==> src/rtl/penc_pkg.sv <==
// penc_pkg: shared width helpers and FSM state type for priority_encoder_q.
package penc_pkg;

    typedef enum logic {PENC_IDLE, PENC_HOLD} penc_state_t;

    function automatic int clog2(input int v);
        int r;
        r = 0;
        while ((1 << r) < v) r++;
        return r;
    endfunction

    // code_o carries index+1 with 0 reserved for "none", hence N+1 values
    function automatic int code_w(input int n);
        return clog2(n + 1);
    endfunction

endpackage

==> src/rtl/penc_pick.sv <==
// penc_pick: combinational search of cand_i, downward from start_i with wrap; first set bit wins.
module penc_pick import penc_pkg::*; #(
    parameter int N = 9,
    localparam int IW = clog2(N)
) (
    input  logic [N-1:0]  cand_i,
    input  logic [IW-1:0] start_i,
    output logic          found_o,
    output logic [IW-1:0] idx_o
);
    int p;
    logic [IW-1:0] pi;
    always_comb begin
        found_o = |cand_i;
        idx_o = '0;
        p = 0;
        pi = '0;
        for (int i = N - 1; i >= 0; i--) begin
            p = (int'(start_i) - i + N) % N;
            pi = IW'(p);
            if (cand_i[pi]) idx_o = pi;
        end
    end
endmodule

==> src/rtl/priority_encoder_q.sv <==
// priority_encoder_q: registered sticky-pending priority encoder with valid/ready output.
// Define PENC_RR_EN for round-robin arbitration instead of fixed priority.
module priority_encoder_q import penc_pkg::*; #(
    parameter int N = 9,
    parameter bit ACTIVE_LOW = 1'b1,
    localparam int W = code_w(N),
    localparam int IW = clog2(N)
) (
    input  logic         clk,
    input  logic         rst,
    input  logic [N-1:0] req_i,
    output logic [W-1:0] code_o,
    output logic         valid_o,
    input  logic         ready_i,
    output logic [N-1:0] pending_o,
    output logic         any_o
);
    penc_state_t   state_q;
    logic [W-1:0]  code_q, code_d;
    logic [N-1:0]  pending_q, pending_d;
    logic [N-1:0]  req_act, cand;
    logic          load, found;
    logic [IW-1:0] idx, start;

    assign req_act = ACTIVE_LOW ? ~req_i : req_i;
    assign cand    = pending_q | req_act;
    assign load    = (state_q == PENC_IDLE) || ready_i;

    penc_pick #(.N(N)) u_pick (
        .cand_i (cand),
        .start_i(start),
        .found_o(found),
        .idx_o  (idx)
    );

    // granted bit is cleared even if re-requested on the same edge, so a held level re-arms next edge
    always_comb begin
        pending_d = (load && found) ? (cand & ~(N'(1) << idx)) : cand;
        code_d = found ? W'(idx) + W'(1) : '0;
    end

    always_ff @(posedge clk or posedge rst) begin
        if (rst) begin
            state_q <= PENC_IDLE;
            code_q <= '0;
            pending_q <= '0;
        end else begin
            pending_q <= pending_d;
            if (load) begin
                state_q <= found ? PENC_HOLD : PENC_IDLE;
                code_q <= code_d;
            end
        end
    end

`ifdef PENC_RR_EN
    // pointer stores the next search start, i.e. one below the last granted index
    logic [IW-1:0] ptr_q, ptr_d;
    assign start = ptr_q;
    assign ptr_d = (idx == '0) ? IW'(N - 1) : idx - 1'b1;
    always_ff @(posedge clk or posedge rst) begin
        if (rst) ptr_q <= IW'(N - 1);
        else if (load && found) ptr_q <= ptr_d;
    end
`else
    assign start = IW'(N - 1);
`endif

    assign code_o    = code_q;
    assign valid_o   = (state_q == PENC_HOLD);
    assign pending_o = pending_q;
    assign any_o     = (|pending_q) || valid_o;
endmodule

==> config.mk <==
export PLATFORM = sky130hd
export DESIGN_NAME = priority_encoder_q
export DESIGN_NICKNAME = d
export VERILOG_FILES = /design/src/rtl/penc_pkg.sv /design/src/rtl/penc_pick.sv /design/src/rtl/priority_encoder_q.sv
export SDC_FILE = /design/constraint.sdc
export NUM_CORES = 1
export LEC_CHECK = 0
export BUFFER_PORTS_ARGS = -buffer_cell sky130_fd_sc_hd__buf_2
export CAP_MARGIN = 10
export CORE_AREA = 4 4 47 49
export DETAILED_ROUTE_END_ITERATION = 8
export DIE_AREA = 0 0 51 53
export GPL_TIMING_DRIVEN = 1
export PLACE_DENSITY_LB_ADDON = 0.08
export SLEW_MARGIN = 15
export SYNTH_ARGS = -nofsm -noshare
export SYNTH_HDL_FRONTEND = slang
export SYNTH_SLANG_ARGS = --single-unit
==> constraint.sdc <==
create_clock -name clk -period 3.65 [get_ports clk]
set_input_delay 0.73 -clock clk [delete_from_list [all_inputs] [get_ports clk]]
set_output_delay 0.73 -clock clk [all_outputs]
set_load 0.01 [all_outputs]
**Word-level counts from Yosys, hierarchy flattened**

Index checks and enable logic that the tools add are counted.

- Memories kept: 0
- ROM bits: 0
- Bits in writable memories: 0
- Bits in registers: 14
- Output and inout port bits: 15
- Input port bits: 12
- Bits in latches: 0

- Bitwise logic cells: 5
- Add/subtract/negate cells: 1
- Magnitude comparators: 0
- Div/mod/pow operators: 0
- Shift operators: 1
- $mul: 0
- Mux-type cells: 11
- Equal/unequal tests: 0
- Reductions and logical operators: 5

Operators with widths:

| operator | number |
|---|---|
| 9-bit inverter | 2 |
| 9-bit OR reduction | 2 |
| 3-bit two-way mux | 4 |
| 9-bit AND | 1 |
| 9-bit two-way mux | 1 |
| 9-bit OR | 1 |
| 1-bit by 4-bit << shifter with 9-bit output, first input constant | 1 |
| 4-bit two-way mux | 2 |
| 4-bit by 1-bit adder with 4-bit output, second input constant | 1 |
| 2-bit two-way mux | 2 |
| 1-bit logical OR | 2 |
| 1-bit two-way mux | 2 |
| 1-bit logical AND | 1 |
| 1-bit inverter | 1 |

**Logic depth before layout (Yosys ltp)**

Gate-level depths: netlist (run 1).

- Depth in word-level cells: 14
- Depth in mapped cells: 7
- Gate-level depth less buffers: 7

**Cells and area by module**

A second synthesis (run 1) with hierarchy kept.

- Cell total of the unflattened synthesis: 1,056
- Area total of the unflattened synthesis: 7,968.9 um^2

Modules (own cells, without submodules):

| module | instances | sequential area each (um^2) | cells an instance | area an instance (um^2) |
|---|---|---|---|---|
| penc_pick | 1 | 0.0 | 984 | 7,234.4 |
| priority_encoder_q | 1 | 350.3 | 72 | 734.5 |

**Worst setup path after synthesis (run 1)**

No wires, ideal clock.

- Path kind: input -> register
- Start: input req_i[8]
- End: register code_q[2], in the netlist code_o[2]
- Buffers on the path: 0
- Stages: 6
- Setup time: 0.095 ns
- Data arrival time: 1.959 ns
- Data required time: 3.555 ns
- Slack: 1.596 ns
- Cells stage by stage: nor2b_1 -> nand3_1 -> o221ai_1 -> ha_1 -> ha_1 -> o31ai_1

- Word-level cells in the longest chain between the ends: 5
- Elaborated cells between the ends (all ways): 6
- Classes of those cells: 1 x add/sub; 2 x mux; 2 x bitwise; 1 x reduce/logical

Ends and longest elaborated chain:

| item | line | RTL |
|---|---|---|
| from (decl) | priority_encoder_q.sv:11 | `input logic [N-1:0] req_i,` |
| 9-bit inverter * | priority_encoder_q.sv:25 | `assign req_act = ACTIVE_LOW ? ~req_i : req_i;` |
| 9-bit OR * | priority_encoder_q.sv:26 | `assign cand = pending_q \| req_act;` |
| 4-bit two-way mux | penc_pick.sv:21 | `if (cand_i[pi]) idx_o = pi;` |
| 4-bit by 1-bit adder with 4-bit output | priority_encoder_q.sv:39 | `code_d = found ? W'(idx) + W'(1) : '0;` |
| 4-bit two-way mux * | priority_encoder_q.sv:39 |  |
| to (signal assigned) | priority_encoder_q.sv:51 | `code_q <= code_d;` |
| to (decl) | priority_encoder_q.sv:19 | `logic [W-1:0] code_q, code_d;` |

Mark *: on every way between the ends. The rest lies on a longest branch, timed or not.
A chain may end at the register's enable or synchronous reset.

**Worst setup path after layout (run 1)**

- Start: register state_q, in the netlist valid_o
- End: output any_o

- Word-level cells in the longest chain between the ends: 1

Ends and longest elaborated chain:

| item | line | RTL |
|---|---|---|
| from (decl) | priority_encoder_q.sv:18 | `penc_state_t state_q;` |
| from (signal assigned) | priority_encoder_q.sv:50 | `state_q <= found ? PENC_HOLD : PENC_IDLE;` |
| 1-bit logical OR | priority_encoder_q.sv:72 | `assign any_o = (\|pending_q) \|\| valid_o;` |
| to (decl) | priority_encoder_q.sv:16 | `output logic any_o` |

No other way between the ends.

==> results.cfg, run 1 <==
[status]
outcome = finished clean

[sta]
setup_viol = 0
fmax_ghz = 0.491
slew_violations = 0
tns_ns = 0
rsz0062_at_grt = no
hold_viol = 0
worst_pin_slew_ns = 0.617
slew_headroom_pct = 58.8
period_needed_ns = 2.04
finalCritPeriodShare_pct = 55.8
clock_skew_ns = 0.000412

[clocking]
cts.repair.resized = 0
clk_latency_ns = 0.27
cts_setup_buffers = 0
hold_buffers = 0
numCtsBuffers = 3
cts_tree = yes
clk_pin_slew_ns = 0.08
root_buffer = clkbuf_4
cts.sinks = 14
clockBufferDepth = 2
htree_num_levels = 1

[cells_and_area]
final_cells = 129
finalCoreUtilization_pct = 50.9
num-fill-cells = 188
area_growth_pct = 23.7
drive_above_1_share_pct = 32.4
n_antenna_cell = 0
fin_nets = 121

[setup_path]
worst_path_max_delay_cell = dfrtp_1
cp_cell_sequence = nor4_1 > nand3_1 > buf_2
reg2reg_slack_ns = 1.77
path_buf_inv = 1
cp-start-kind = flop
r2r.worst_path.cells = 6
r2r_start = pending_o[6]$_DFF_PP0_
crit_path_max_incr_delay_ns = 0.42
crit_start = valid_o$_DFFE_PP0P_
critPathRequiredTime_ns = 2.92
crit_family = simple AND/OR/NAND/NOR gates
worst-path-max-fanout = 4
criticalPathCategory = reg2out
cp.arrival_ns = 1.31
crit_path_end_kind = primary output
reg2reg_to = code_o[2]$_DFFE_PP0P_

[yosys]
ys_ff_latch = 14
syn_area_um2 = 767
seq_area_frac_synth_pct = 45.7
synthCells = 74
ys_types = 23
ys.warnings.count = 0
syn-num-nets = 91
syn_area_per_cell_um2 = 10.4

[job]
cap_violations = 0

[placed_design]
dp_cells = 126
place_congestion = 0.761
port_buffers = 26
dp_hpwl_um = 1400

[power_and_ir_drop]
p_per_area_nw_per_um2 = 322
ir_worst_vdd_uv = 172
p_leak_nw = 0.386

[grt]
antenna_found_initial = 0
grt-ovfl-total = 0
grt_pass1_vias = 661
grt_usage_pct = 14.7
grt_pass1_wl_um = 2880
grt_max_degree = 15

[route]
wl_per_cell_um = 13.2
drc = 0
drtIter0Drc = 5
drt_first_pass_iters = 4
ant_nets = 0
wirelength_um = 1710
vias = 652
via_per_inst = 5.05

[die]
start_util_pct = 41.2
core_area_um2 = 1860
num_rows = 16
die_w_um = 51
die_height_um = 53
pin_count = 27
die_area_um2 = 2700

[hold_path]
holdCritPathClass = in2async
==> cell type report <==
class / instances / area (µm²) / area share [%]
multi-input cells: 56 / 400 / 42.2
well taps: 27 / 33.8 / 3.56
flip-flops and latches: 14 / 350 / 36.9
repair buffers: 26 / 130 / 13.7
clock buffers: 3 / 22.5 / 2.37
inverters: 3 / 11.3 / 1.19
==> layer usage <==
| layer | track usage, % | share of wire [%] |
|---|---|---|
| met3 | 2.82 | 6.7 |
| met4 | 8.07 | 0.70 |
| met2 | 24.0 | 46 |
| met1 | 18.2 | 47 |
| met5 | 0 | 0 |
==> power breakdown <==
part	internal (mW)	switching, mW	total [mW]	leakage, nW
clock network	0.0381	0.0450	0.0831	0.0138
logic	0.0220	0.0304	0.0525	0.232
registers	0.164	0.00572	0.170	0.141
==> placed cells by master (no fill, tap or decap) <==
cell,netlist,routed
buf_2,1,26
dfrtp_1,14,14
nor2b_1,7,7
nand2_1,7,7
a21oi_1,7,7
nor2_1,5,5
ha_1,5,5
nand2b_1,4,4
inv_1,3,3
o31ai_1,3,3
clkbuf_4,0,3
and2b_1,2,2
a31oi_1,2,2
nand3b_1,2,2
nand3_1,2,2
nor4_1,2,2
and4bb_2,1,1
nand3_4,1,1
nand4bb_1,1,1
or4_1,1,1
o221ai_1,1,1
nor4_4,1,1
o21a_1,1,1
nor4b_2,1,1
==> worst max path at each step <==
stage | to | slack (ns) | cells past startpoint
after detailed placement | code_o[2]$_DFFE_PP0P_ | 1.36 | 7
after CTS | any_o | 1.60 | 3
after global routing | any_o | 1.48 | 3
after global placement | code_o[2]$_DFFE_PP0P_ | 1.40 | 7
final | any_o | 1.61 | 3
after floorplan | code_o[2]$_DFFE_PP0P_ | 1.60 | 6
==> cell usage after synthesis (all sizes together) <==
cell type / instances / area, µm²
nor2: 5 / 18.8
nor4: 3 / 33.8
nand3: 3 / 27.5
inv: 3 / 11.3
nor2b: 7 / 43.8
nand3b: 2 / 15.0
or4: 1 / 7.51
nand4bb: 1 / 11.3
o31ai: 3 / 22.5
buf: 1 / 5.00
o21a: 1 / 7.51
dfrtp: 14 / 350
and4bb: 1 / 12.5
nand2b: 4 / 25.0
and2b: 2 / 15.0
nor4b: 1 / 15.0
nand2: 7 / 26.3
a21oi: 7 / 35.0
o221ai: 1 / 8.76
a31oi: 2 / 12.5
ha: 5 / 62.6
==> state kept, by name, summed over array words and instances (netlist names) <==
name / flops
code_o: 4
valid_o: 1
pending_o: 9
==> cells by family (layout without fill, tap and decap cells) <==
logic type | after synthesis | after routing | share of synthesized area (%)
AO/OA/AOI/OAI | 14 | 14 | 11.3
adder cells (fa/ha/maj) | 5 | 5 | 8.16
buffers and inverters | 4 | 32 | 2.12
flip-flops | 14 | 14 | 45.7
AND/OR/NAND/NOR | 37 | 37 | 32.8
==> metrics by stage <==
step                      power, mW  area [µm²]  worst slack, ns  hold slack [ns]
final                         0.305         948             1.61            0.481
after global routing          0.324         948             1.48            0.520
after CTS                     0.312         948             1.60            0.485
after floorplan               0.204         767             1.60            0.514
after detailed placement      0.226         926             1.36            0.468
after global placement        0.226         926             1.40            0.463
Power figures use the tool's default switching activity.
==> inputs of run 2 (changes only) <==
==> constraint.sdc (replaced) <==
create_clock -name clk -period 2.1 [get_ports clk]
set_input_delay 0.42 -clock clk [delete_from_list [all_inputs] [get_ports clk]]
set_output_delay 0.42 -clock clk [all_outputs]
set_load 0.01 [all_outputs]
==> run 2 against run 1 <==
Compared with the run above: first-iteration DRC count rose by 120%; largest power group unchanged; via count rose by 0.15%; cell count rose by 0.78%; utilization rose by 0.40 points; hold slack got worse by 0.32 ns; sequential cell count did not move.
==> results.cfg, run 2 (synthesis results as in run 1) <==
[placed_design]
dp_cells = 127
port_buffers = 26
post-place-ws_ns = 0.178
dp_hpwl_um = 1380
place_congestion = 0.762

[job]
cap_violations = 0

[setup_path]
cp-start-kind = flop
cp.arrival_ns = 2.09
r2r_start = pending_o[6]$_DFF_PP0_
crit_start = pending_o[6]$_DFF_PP0_
crit_path_end_kind = flop
criticalPathCategory = reg2reg
critPathRequiredTime_ns = 2.30
worst-path-max-fanout = 5

[die]
start_util_pct = 41.2
num_rows = 16
pin_count = 27
die_area_um2 = 2700
die_w_um = 51
core_area_um2 = 1860
die_height_um = 53

[power_and_ir_drop]
ir_worst_vdd_uv = 307
swShare_pct = 27.5
p_leak_nw = 0.391
power.share.sequential_pct = 54.7
p_per_area_nw_per_um2 = 566
clkPwrFrac_pct = 28.0
p_comb_share_pct = 17.3
power.switching_mw = 0.149
internal-power_mw = 0.392

[sta]
tns_ns = 0
slew_violations = 0
finalCritPeriodShare_pct = 90.2
period_needed_ns = 1.89
slew_headroom_pct = 60.3
rsz0062_at_grt = no
clock_skew_ns = 0.00326
hold_viol = 0
worst_pin_slew_ns = 0.594
setup_ws_ns = 0.206
setup_viol = 0
fmax_ghz = 0.528

[grt]
grt_max_degree = 15
grt-ovfl-total = 0
grt_pass1_vias = 666
antenna_found_initial = 0
grt_pass1_wl_um = 2880
grt_usage_pct = 14.9

[route]
wl_met1_um = 808
drtIter0Drc = 11
via_per_inst = 5.02
vias = 653
wirelength_um = 1780
ant_nets = 0
drt_first_pass_iters = 4
dr_wl_met2_um = 820
drc = 0
wl_per_cell_um = 13.7
wl_met3_um = 111
top_layer = met4

[clocking]
clockBufferDepth = 2
cts.repair.resized = 0
numCtsBuffers = 3
cts_tree = yes
clk_pin_slew_ns = 0.08
clk_latency_ns = 0.28
root_buffer = clkbuf_4
htree_num_levels = 1
cts.sinks = 14
cts_setup_buffers = 0
hold_buffers = 0

[cells_and_area]
area_growth_pct = 24.6
final_cell_mix = 26 x buf_2, 14 x dfrtp_1, 7 x nor2b_1, 7 x nand2_1, 7 x a21oi_1
n_antenna_cell = 0
final_cells = 130
layout_commonest_cell = buf_2
drive_above_1_share_pct = 33.0
largest_reg_flops = 9
fin_nets = 122

[status]
outcome = finished clean

[hold_path]
holdCritPathClass = in2async
==> run 2: cell count changes in the layout (fill, tap and decap cells not counted), sizes merged <==
cell  before  now
buf       26   27
==> run 2: power groups by stage <==
stage	sequential [mW]	clock, mW	combinational, mW
after floorplan	0.308	0	0.0456
after global placement	0.301	0	0.0951
after detailed placement	0.302	0	0.0943
after CTS	0.296	0.161	0.0946
after global routing	0.298	0.176	0.103
final	0.296	0.152	0.0935
==> run 2: worst max-delay path: stages (launching register included) <==
cell	delay [ns]
dfrtp_1	0.39
and2b_1	0.32
nand3_1	0.10
o221ai_1	0.32
ha_1	0.22
ha_1	0.22
o31ai_1	0.23
==> run 2: cell type report <==
cell class	instances	area, µm²
Fill cell	185	906
Sequential cell	14	350
Clock buffer	3	22.5
Multi-Input combinational cell	56	400
Timing Repair Buffer	27	138
Tap cell	27	33.8
Inverter	3	11.3
==> run 2: path summary, 6_finish.rpt <==
check / slack, ns / cells past startpoint / end
min in group clk: 0.43 / 3 / pending_o[8]$_DFF_PP0_
worst max-delay path: 0.21 / 6 / code_o[2]$_DFFE_PP0P_
worst max register to register: 0.21 / 6 / code_o[2]$_DFFE_PP0P_
max in group asynchronous: 1.58 / 2 / pending_o[1]$_DFF_PP0_
worst min-delay path: 0.16 / 2 / code_o[3]$_DFFE_PP0P_
worst min register to register: 0.49 / 2 / code_o[2]$_DFFE_PP0P_
==> run 2: metal layers <==
layer / track usage, % / vias to the layer above
li1: - / 324
met1: 17.4 / 304
met2: 23.8 / 21
met3: 3.10 / 4
met4: 11.2 / 0
met5: 0 / -
==> run 2: through the flow <==
step / total power [mW] / hold WS (ns) / util, % / instance area [µm²]
final: 0.541 / 0.163 / 51.3 / 956
after global routing: 0.576 / 0.204 / 51.3 / 956
after CTS: 0.552 / 0.175 / 51.3 / 956
after detailed placement: 0.396 / 0.480 / 50.1 / 933
after global placement: 0.396 / 0.464 / 50.1 / 933
after floorplan: 0.354 / 0.309 / - / 767
